**src/rtl/pkt_arb_pkg.sv**
```systemverilog
// rtl/pkt_arb_pkg.sv - shared types, default widths and helpers for the packet tx arbiter
package pkt_arb_pkg;

  typedef enum logic {
    IDLE = 1'b0,
    BUSY = 1'b1
  } arb_state_e;

  localparam int DEF_N_PORTS = 4;
  localparam int DEF_DATA_W  = 64;
  localparam int DEF_EMPTY_W = 3;
  localparam int DEF_CH_W    = 6;

  // Adds up to 15 events to a 16-bit counter, sticking at all-ones.
  function automatic logic [15:0] sat_add16(input logic [15:0] a, input logic [3:0] n);
    logic [16:0] s;
    s = {1'b0, a} + {13'd0, n};
    return s[16] ? 16'hFFFF : s[15:0];
  endfunction

endpackage

```
**src/rtl/pkt_tx_arbiter_rr_pick.sv**
```systemverilog
// rtl/pkt_tx_arbiter_rr_pick.sv - combinational round-robin winner select starting after last
module rr_pick #(
  parameter int N_PORTS = 4,
  parameter int IDX_W   = $clog2(N_PORTS)
) (
  input  logic [N_PORTS-1:0] req,
  input  logic [IDX_W-1:0]   last,
  output logic [IDX_W-1:0]   winner,
  output logic               any
);

  always_comb begin
    int unsigned         idx;
    logic [IDX_W-1:0]    cand;
    winner = '0;
    any    = 1'b0;
    idx    = 0;
    cand   = '0;
    for (int i = 1; i <= N_PORTS; i++) begin
      idx  = (int'(last) + i) % N_PORTS;
      cand = IDX_W'(idx);
      if (!any && req[cand]) begin
        any    = 1'b1;
        winner = cand;
      end
    end
  end

endmodule

```
**src/rtl/pkt_tx_arbiter.sv**
```systemverilog
// rtl/pkt_tx_arbiter.sv - packet-atomic round-robin merge of N streams onto one registered egress
module pkt_tx_arbiter
  import pkt_arb_pkg::*;
#(
  parameter int N_PORTS = DEF_N_PORTS,
  parameter int DATA_W  = DEF_DATA_W,
  parameter int EMPTY_W = DEF_EMPTY_W,
  parameter int CH_W    = DEF_CH_W
) (
  input  logic                             clock,
  input  logic                             reset_n,
  input  logic [N_PORTS-1:0][DATA_W-1:0]   in_data,
  input  logic [N_PORTS-1:0]               in_valid,
  input  logic [N_PORTS-1:0]               in_sop,
  input  logic [N_PORTS-1:0]               in_eop,
  input  logic [N_PORTS-1:0][EMPTY_W-1:0]  in_empty,
  output logic [N_PORTS-1:0]               in_ready,
  output logic [DATA_W-1:0]                out_data,
  output logic                             out_valid,
  output logic                             out_sop,
  output logic                             out_eop,
  output logic [EMPTY_W-1:0]               out_empty,
  output logic [CH_W-1:0]                  out_channel,
  input  logic                             out_ready,
  output logic                             err_orphan,
  output logic [15:0]                      orphan_count
);

  localparam int IDX_W = $clog2(N_PORTS);

  arb_state_e          state_q;
  logic [IDX_W-1:0]    gnt_q, last_q, winner;
  logic                any_req;
  logic [DATA_W-1:0]   out_data_q;
  logic                out_valid_q, out_sop_q, out_eop_q;
  logic [EMPTY_W-1:0]  out_empty_q;
  logic [CH_W-1:0]     out_channel_q;
  logic                err_orphan_q;
  logic [15:0]         orphan_count_q, orphan_count_d;
  logic [N_PORTS-1:0]  req, orphan, ready;
  logic [3:0]          orphan_n;
  logic                busy_ready, accept;

  rr_pick #(.N_PORTS(N_PORTS), .IDX_W(IDX_W)) u_pick (
    .req    (req),
    .last   (last_q),
    .winner (winner),
    .any    (any_req)
  );

  // Ready is forced low while reset is asserted so nothing is taken during reset.
  always_comb begin
    req        = in_valid & in_sop;
    orphan     = in_valid & ~in_sop;
    busy_ready = !out_valid_q || out_ready;
    orphan_n   = '0;
    for (int i = 0; i < N_PORTS; i++) orphan_n = orphan_n + {3'b000, orphan[i]};
    orphan_count_d = sat_add16(orphan_count_q, orphan_n);
    ready = '0;
    if (reset_n) begin
      if (state_q == IDLE) ready = orphan;
      else                 ready[gnt_q] = busy_ready;
    end
    accept = (state_q == BUSY) && in_valid[gnt_q] && busy_ready;
  end

  always_ff @(posedge clock or negedge reset_n) begin
    if (!reset_n) begin
      state_q        <= IDLE;
      gnt_q          <= '0;
      last_q         <= IDX_W'(N_PORTS - 1);
      out_data_q     <= '0;
      out_valid_q    <= 1'b0;
      out_sop_q      <= 1'b0;
      out_eop_q      <= 1'b0;
      out_empty_q    <= '0;
      out_channel_q  <= '0;
      err_orphan_q   <= 1'b0;
      orphan_count_q <= '0;
    end else begin
      err_orphan_q <= 1'b0;
      case (state_q)
        IDLE: begin
          err_orphan_q   <= |orphan;
          orphan_count_q <= orphan_count_d;
          if (any_req) begin
            gnt_q   <= winner;
            last_q  <= winner;
            state_q <= BUSY;
          end
        end
        BUSY:    if (accept && in_eop[gnt_q]) state_q <= IDLE;
        default: state_q <= IDLE;
      endcase
      if (accept) begin
        out_data_q    <= in_data[gnt_q];
        out_valid_q   <= 1'b1;
        out_sop_q     <= in_sop[gnt_q];
        out_eop_q     <= in_eop[gnt_q];
        out_empty_q   <= in_empty[gnt_q];
        out_channel_q <= CH_W'(gnt_q);
      end else if (out_ready) begin
        out_valid_q <= 1'b0;
      end
    end
  end

  assign in_ready     = ready;
  assign out_data     = out_data_q;
  assign out_valid    = out_valid_q;
  assign out_sop      = out_sop_q;
  assign out_eop      = out_eop_q;
  assign out_empty    = out_empty_q;
  assign out_channel  = out_channel_q;
  assign err_orphan   = err_orphan_q;
  assign orphan_count = orphan_count_q;

endmodule

```
**config.mk**
```make
export PLATFORM = sky130hd
export DESIGN_NAME = pkt_tx_arbiter
export DESIGN_NICKNAME = d
export VERILOG_FILES = /design/src/rtl/pkt_arb_pkg.sv /design/src/rtl/pkt_tx_arbiter_rr_pick.sv /design/src/rtl/pkt_tx_arbiter.sv
export SDC_FILE = /design/constraint.sdc
export NUM_CORES = 1
export LEC_CHECK = 0
export ABC_AREA = 1
export ABC_CLOCK_PERIOD_IN_PS = 3800
export CAP_MARGIN = 20
export CORE_AREA = 3 3 148 150
export DETAILED_ROUTE_END_ITERATION = 8
export DIE_AREA = 0 0 151 153
export SYNTH_ARGS = -nofsm -noshare
export SYNTH_HDL_FRONTEND = slang
export SYNTH_SLANG_ARGS = --single-unit
```
**constraint.sdc**
```tcl
create_clock -name clock -period 3.8 [get_ports clock]
set_input_delay 1.14 -clock clock [delete_from_list [all_inputs] [get_ports clock]]
set_output_delay 1.14 -clock clock [all_outputs]
set_load 0.01 [all_outputs]
```
# After elaboration in Yosys (flattened, before gate mapping)
# Cells that the tools add are included.
# word_totals
romBits,0
word_cells,82
n_memories,0
mem_bits_rw,0
ff_bits,94
inputBits,283
output_inout_bits,97
latch_bits,0
# classes
n_reduce_logical,15
n_bitwise,5
magnitude_cmp,6
n_addsub,8
muxes,37
n_shift,0
mul,0
eq_ne,0
n_div,0
# ops
op,count
binary-select mux 64 bit (select 2 bit),1
2-to-1 mux 64 bit,1
adder 16 x 4 -> 17 bit,1
2-to-1 mux 1 bit,17
2-to-1 mux 16 bit,1
less-than comparator 2 x 3 -> 1 bit (second input constant),5
binary-select mux 1 bit (select 2 bit),7
AND 4 bit,3
2-to-1 mux 2 bit,4
2-to-1 mux 4 bit,2
logical AND 1 bit,7
binary-select mux 3 bit (select 2 bit),1
adder 2 x 1 -> 2 bit (second input constant),2
adder 2 bit (second input constant),2
adder 3 x 1 -> 4 bit,1
zero test 1 bit,4
inverter 4 bit,1
OR reduction 4 bit,1
adder 2 x 1 -> 3 bit,1
2-to-1 mux 3 bit,1
adder 1 x 1 -> 2 bit,1
demux 1 bit (select 2 bit),1
greater-or-equal comparator 2 x 1 -> 1 bit (second input constant),1
one-hot mux 1 bit (2 select lines),1
other kinds (4),4

# Logic depth before layout (Yosys ltp)
# depth
word_depth,15
ltp_mapped,15
depth_no_buf,15

# Modules after synthesis
# From an unflattened synthesis, not the netlist that was laid out.
# unflattened
hier_cells,958
area_unflattened_um2,6436.2
# modules_own_cells
mod,seq_area_each_um2,area_per_inst_um2,n_inst,cells_per_inst
pkt_tx_arbiter,2354.8,6164.7,1,906
rr_pick,0.0,271.5,1,52

# Worst setup path after synthesis
# No wires, ideal clock.
# synth_timing
kind,input port to flip-flop
start,in in_sop[2]
end,"reg orphan_count_q[0], in the netlist orphan_count[0]"
t_arrival_ns,3.306
required_ns,3.713
n_path_buf,0
setup_slack_ns,0.408
cell_stages,12
cell_sequence,inv_1 -> nand2_1 -> fa_1 -> fa_1 -> inv_1 -> fa_1 -> nand3_1 -> nor2_1 -> nand3_1 -> nor2_1 -> nand3_1 -> o211ai_1
# synth_via
elab_chain_cells,6
# synth_lines
item,line_no,source
start: declaration,pkt_tx_arbiter.sv:14,"input logic [N_PORTS-1:0] in_sop,"
inverter 4 bit,pkt_tx_arbiter.sv:54,orphan = in_valid & ~in_sop;
AND 4 bit,pkt_tx_arbiter.sv:54,
adder 2 x 1 -> 3 bit,pkt_tx_arbiter.sv:57,"for (int i = 0; i < N_PORTS; i++) orphan_n = orphan_n + {3'b000, orphan[i]};"
adder 3 x 1 -> 4 bit,pkt_tx_arbiter.sv:57,
adder 16 x 4 -> 17 bit,pkt_arb_pkg.sv:17,"s = {1'b0, a} + {13'd0, n};"
2-to-1 mux 16 bit,pkt_arb_pkg.sv:18,return s[16] ? 16'hFFFF : s[15:0];
end signal: assignment,pkt_tx_arbiter.sv:85,orphan_count_q <= orphan_count_d;
end: declaration,pkt_tx_arbiter.sv:39,"logic [15:0] orphan_count_q, orphan_count_d;"
# No other way between the ends.
# A chain may end at the register's enable or synchronous reset.

# Worst setup path after layout
# layout_timing
start,in in_valid[2]
end,out in_ready[2]
# layout_via
elab_chain_cells,3
# layout_lines
item,line_no,source
start: declaration,pkt_tx_arbiter.sv:13,"input logic [N_PORTS-1:0] in_valid,"
AND 4 bit,pkt_tx_arbiter.sv:54,
2-to-1 mux 4 bit,pkt_tx_arbiter.sv:61,if (state_q == IDLE) ready = orphan;
2-to-1 mux 4 bit,pkt_tx_arbiter.sv:60,if (reset_n) begin
end: declaration,pkt_tx_arbiter.sv:17,"output logic [N_PORTS-1:0] in_ready,"
# No other way between the ends.

==> reports/results.txt <==
Critical Path Max Stage Delay: 560 ps
Total GRT Usage: 20.8%
hold_ws: 477 ps
input/output buffers: 375
routed via count: 6891
Worst Setup SP: in_valid[2]
fraction of layout cells with a size suffix above 1: 5.20%
Seq/Total Area, Yosys: 41.0%
Mapped Cells: 841
f_max: 271 MHz
GP Congestion: 0.848
Routed WL: 24800 um
Clk Latency, worst-skew pair: 350 ps
Worst Clk Skew: 8.10 ps
io pins: 380
CP most frequent cell: clkdlybuf4s50_1
Die Span Y: 153 um
crit path DAT: 2550 ps
worst slew pin tran: 905 ps
H-tree Lvls: 3
# diodes: 0
Period minus WS final: 3690 ps
Slew HR: 39.6%
DR pass1 iterations: 5
post-CTS setup buffers: 0
Die W: 151 um
starting density of the core: 27.6%
Max Cap Violations: 0
crit-path max FO: 4
grt total ovfl: 0
VDD IR max: 288 uV
vias in the first global route: 6726
vias per inst: 4.63
worst reg2reg startpoint: gnt_q[0]
DRT iter0 DRCs: 321
unrepaired setup endpoints after global routing: true
Synth-to-Final Area Change: 78.4%
initial antenna violation count: 1
largest net degree at the start of global routing: 76
P_leak: 4.66 nW
Worst Hold Launch: out_data[26]
CTS buffer count: 9
root cell of the clock tree: clkbuf_16
CP required: 2660 ps
core area: 20800 um^2
Clock Path Buffers: 2
post-DP HPWL: 18500 um
wire length on met3: 2090 um
die footprint: 23100 um^2
Synth Cell Area: 5740 um^2
Post-synth EDFFs: 0
layout net count: 1494
Top Metal Used: met5
first-pass GRT wire length: 37500 um
final worst-path cycle share: 97.2%
crit path capture type: output pin
Pins Over Slew Limit: 0
Final Util: 49.2%
outcome: complete, no violations
clock-pin slew on the worst setup and hold paths: 70 ps
# rows: 53
pre-CTS WS: -272 ps
Crit Path Category: primary input to output pin
met2 wire len: 12200 um
Met1 Routed Length: 10100 um
critical path cell sequence: clkdlybuf4s50_1 -> buf_4 -> nand3_1 -> a21oi_1 -> clkdlybuf4s50_1
most common cell after layout, fill and taps aside: nand2_1
Ys Warns: 0
wire per inst: 16.7 um
dominant synthesized flop cell: dfrtp_1
drt drc: 0
Hold Crit Class: flip-flop to flip-flop
startpoint class of the critical path: primary input
# setup viols final: 0
Post-DRT Antenna Nets: 0
Yosys cell types: 27
Avg Synthesized Cell Area: 6.82 um^2
commonest non-fill, non-tap cells in the layout: nand2_1 (428), clkdlybuf4s50_1 (371), nand3_1 (94), dfrtp_1 (92), a22oi_1 (71)
ys async rst share: 100%
Hold Vio Cnt, Final: 0
CTS Sinks: 94
CTS tree: built
CP max-delay cell: clkdlybuf4s50_1
pwr dens: 641 nW/um^2
final setup margin: 107 ps
Yosys reg bits: 94
[path summary, 6_finish.rpt]
check	end	slack [ps]	depth (start not counted)
max	in_ready[2]	110	5
min	out_data[26]	480	2
max reg2reg	out_empty[0]	1020	10
min reg2reg	out_data[26]	480	2
max in group asynchronous	err_orphan	1830	3
min in group asynchronous	out_sop	820	2
[cell type report]
| type | instances | area [um^2] |
|---|---|---|
| Fill cell | 2076 | 10600 |
| Tap cell | 275 | 344 |
| Inverter | 36 | 135 |
| Timing Repair Buffer | 402 | 3970 |
| Sequential cell | 94 | 2350 |
| Multi-Input combinational cell | 664 | 3100 |
| Clock buffer | 10 | 239 |
| Clock inverter | 6 | 91.3 |
[what timing repair did]
item,4_1_cts,5_1_grt
pin swaps,0,2
endpoints found under the setup margin,1,18
hold buffers,0,0
gates cloned,0,0
gates resized for setup,1,11
[routing by layer]
layer  vias to the layer above  track usage [%]
met1                      3123             25.4
met3                        23             4.62
met2                       264             36.7
met4                         2             5.35
li1                       3479                -
met5                         -                0
[critical path, delay by kind of cell]
family          cells  cell delay, ps
buf+inv             3            1160
compound gates      1             180
simple gates        1              70
[cells by family (layout without fill, tap and decap cells)]
| logic type | after synthesis | count (layout) | synth area share (%) |
|---|---|---|---|
| DFF | 94 | 94 | 41.0 |
| other | 1 | 4 | 0.0654 |
| xor gates and xnor gates | 4 | 4 | 0.611 |
| buffers and inverters | 86 | 454 | 6.32 |
| adders and majority gates | 4 | 4 | 1.26 |
| AOI/OAI and AO/OA | 96 | 96 | 11.7 |
| and+or+nand+nor | 556 | 556 | 39.0 |
[power breakdown]
part	switching, W	internal (W)	total [W]	leakage (nW)
Combinational	0.00215	0.00170	0.00385	3.32
Clock	0.000407	0.000600	0.00101	0.163
Sequential	0.000276	0.00143	0.00171	1.18
Total	0.00283	0.00373	0.00656	4.66
[cell usage after synthesis, drive strengths merged (3+ instances only)]
cell	count	area, um^2
or2	4	25.0
fa	3	60.1
nand4	5	31.3
nor3	4	20.0
nand2	428	1610
dfrtp	92	2300
a211oi	3	22.5
inv	35	131
clkbuf	31	116
a21oi	6	30.0
a22oi	71	533
o21ai	13	65.1
nand3	97	485
buf	19	111
nor2	18	67.6
[state kept, by name (all words and copies together), names as in the netlist]
signal	flops
last_q	2
err_orphan	1
out_empty	3
out_sop	1
out_eop	1
orphan_count	16
out_channel	2
state_q	1
gnt_q	2
out_data	64
out_valid	1
[through the flow]
| step | cell area [um^2] | setup TNS [ps] | cells | power [W] |
|---|---|---|---|---|
| 2_1_floorplan | 5750 | 0 | 844 | 0.00373 |
| 3_3_place_gp | 9870 | -1570 | 1471 | 0.00562 |
| 3_5_place_dp | 9870 | -2710 | 1471 | 0.00564 |
| 4_1_cts | 10200 | 0 | 1487 | 0.00668 |
| 5_1_grt | 10200 | -59.5 | 1487 | 0.00714 |
| 6_report | 10200 | 0 | 1487 | 0.00656 |
No activity file was read; power rests on OpenSTA's default activity.
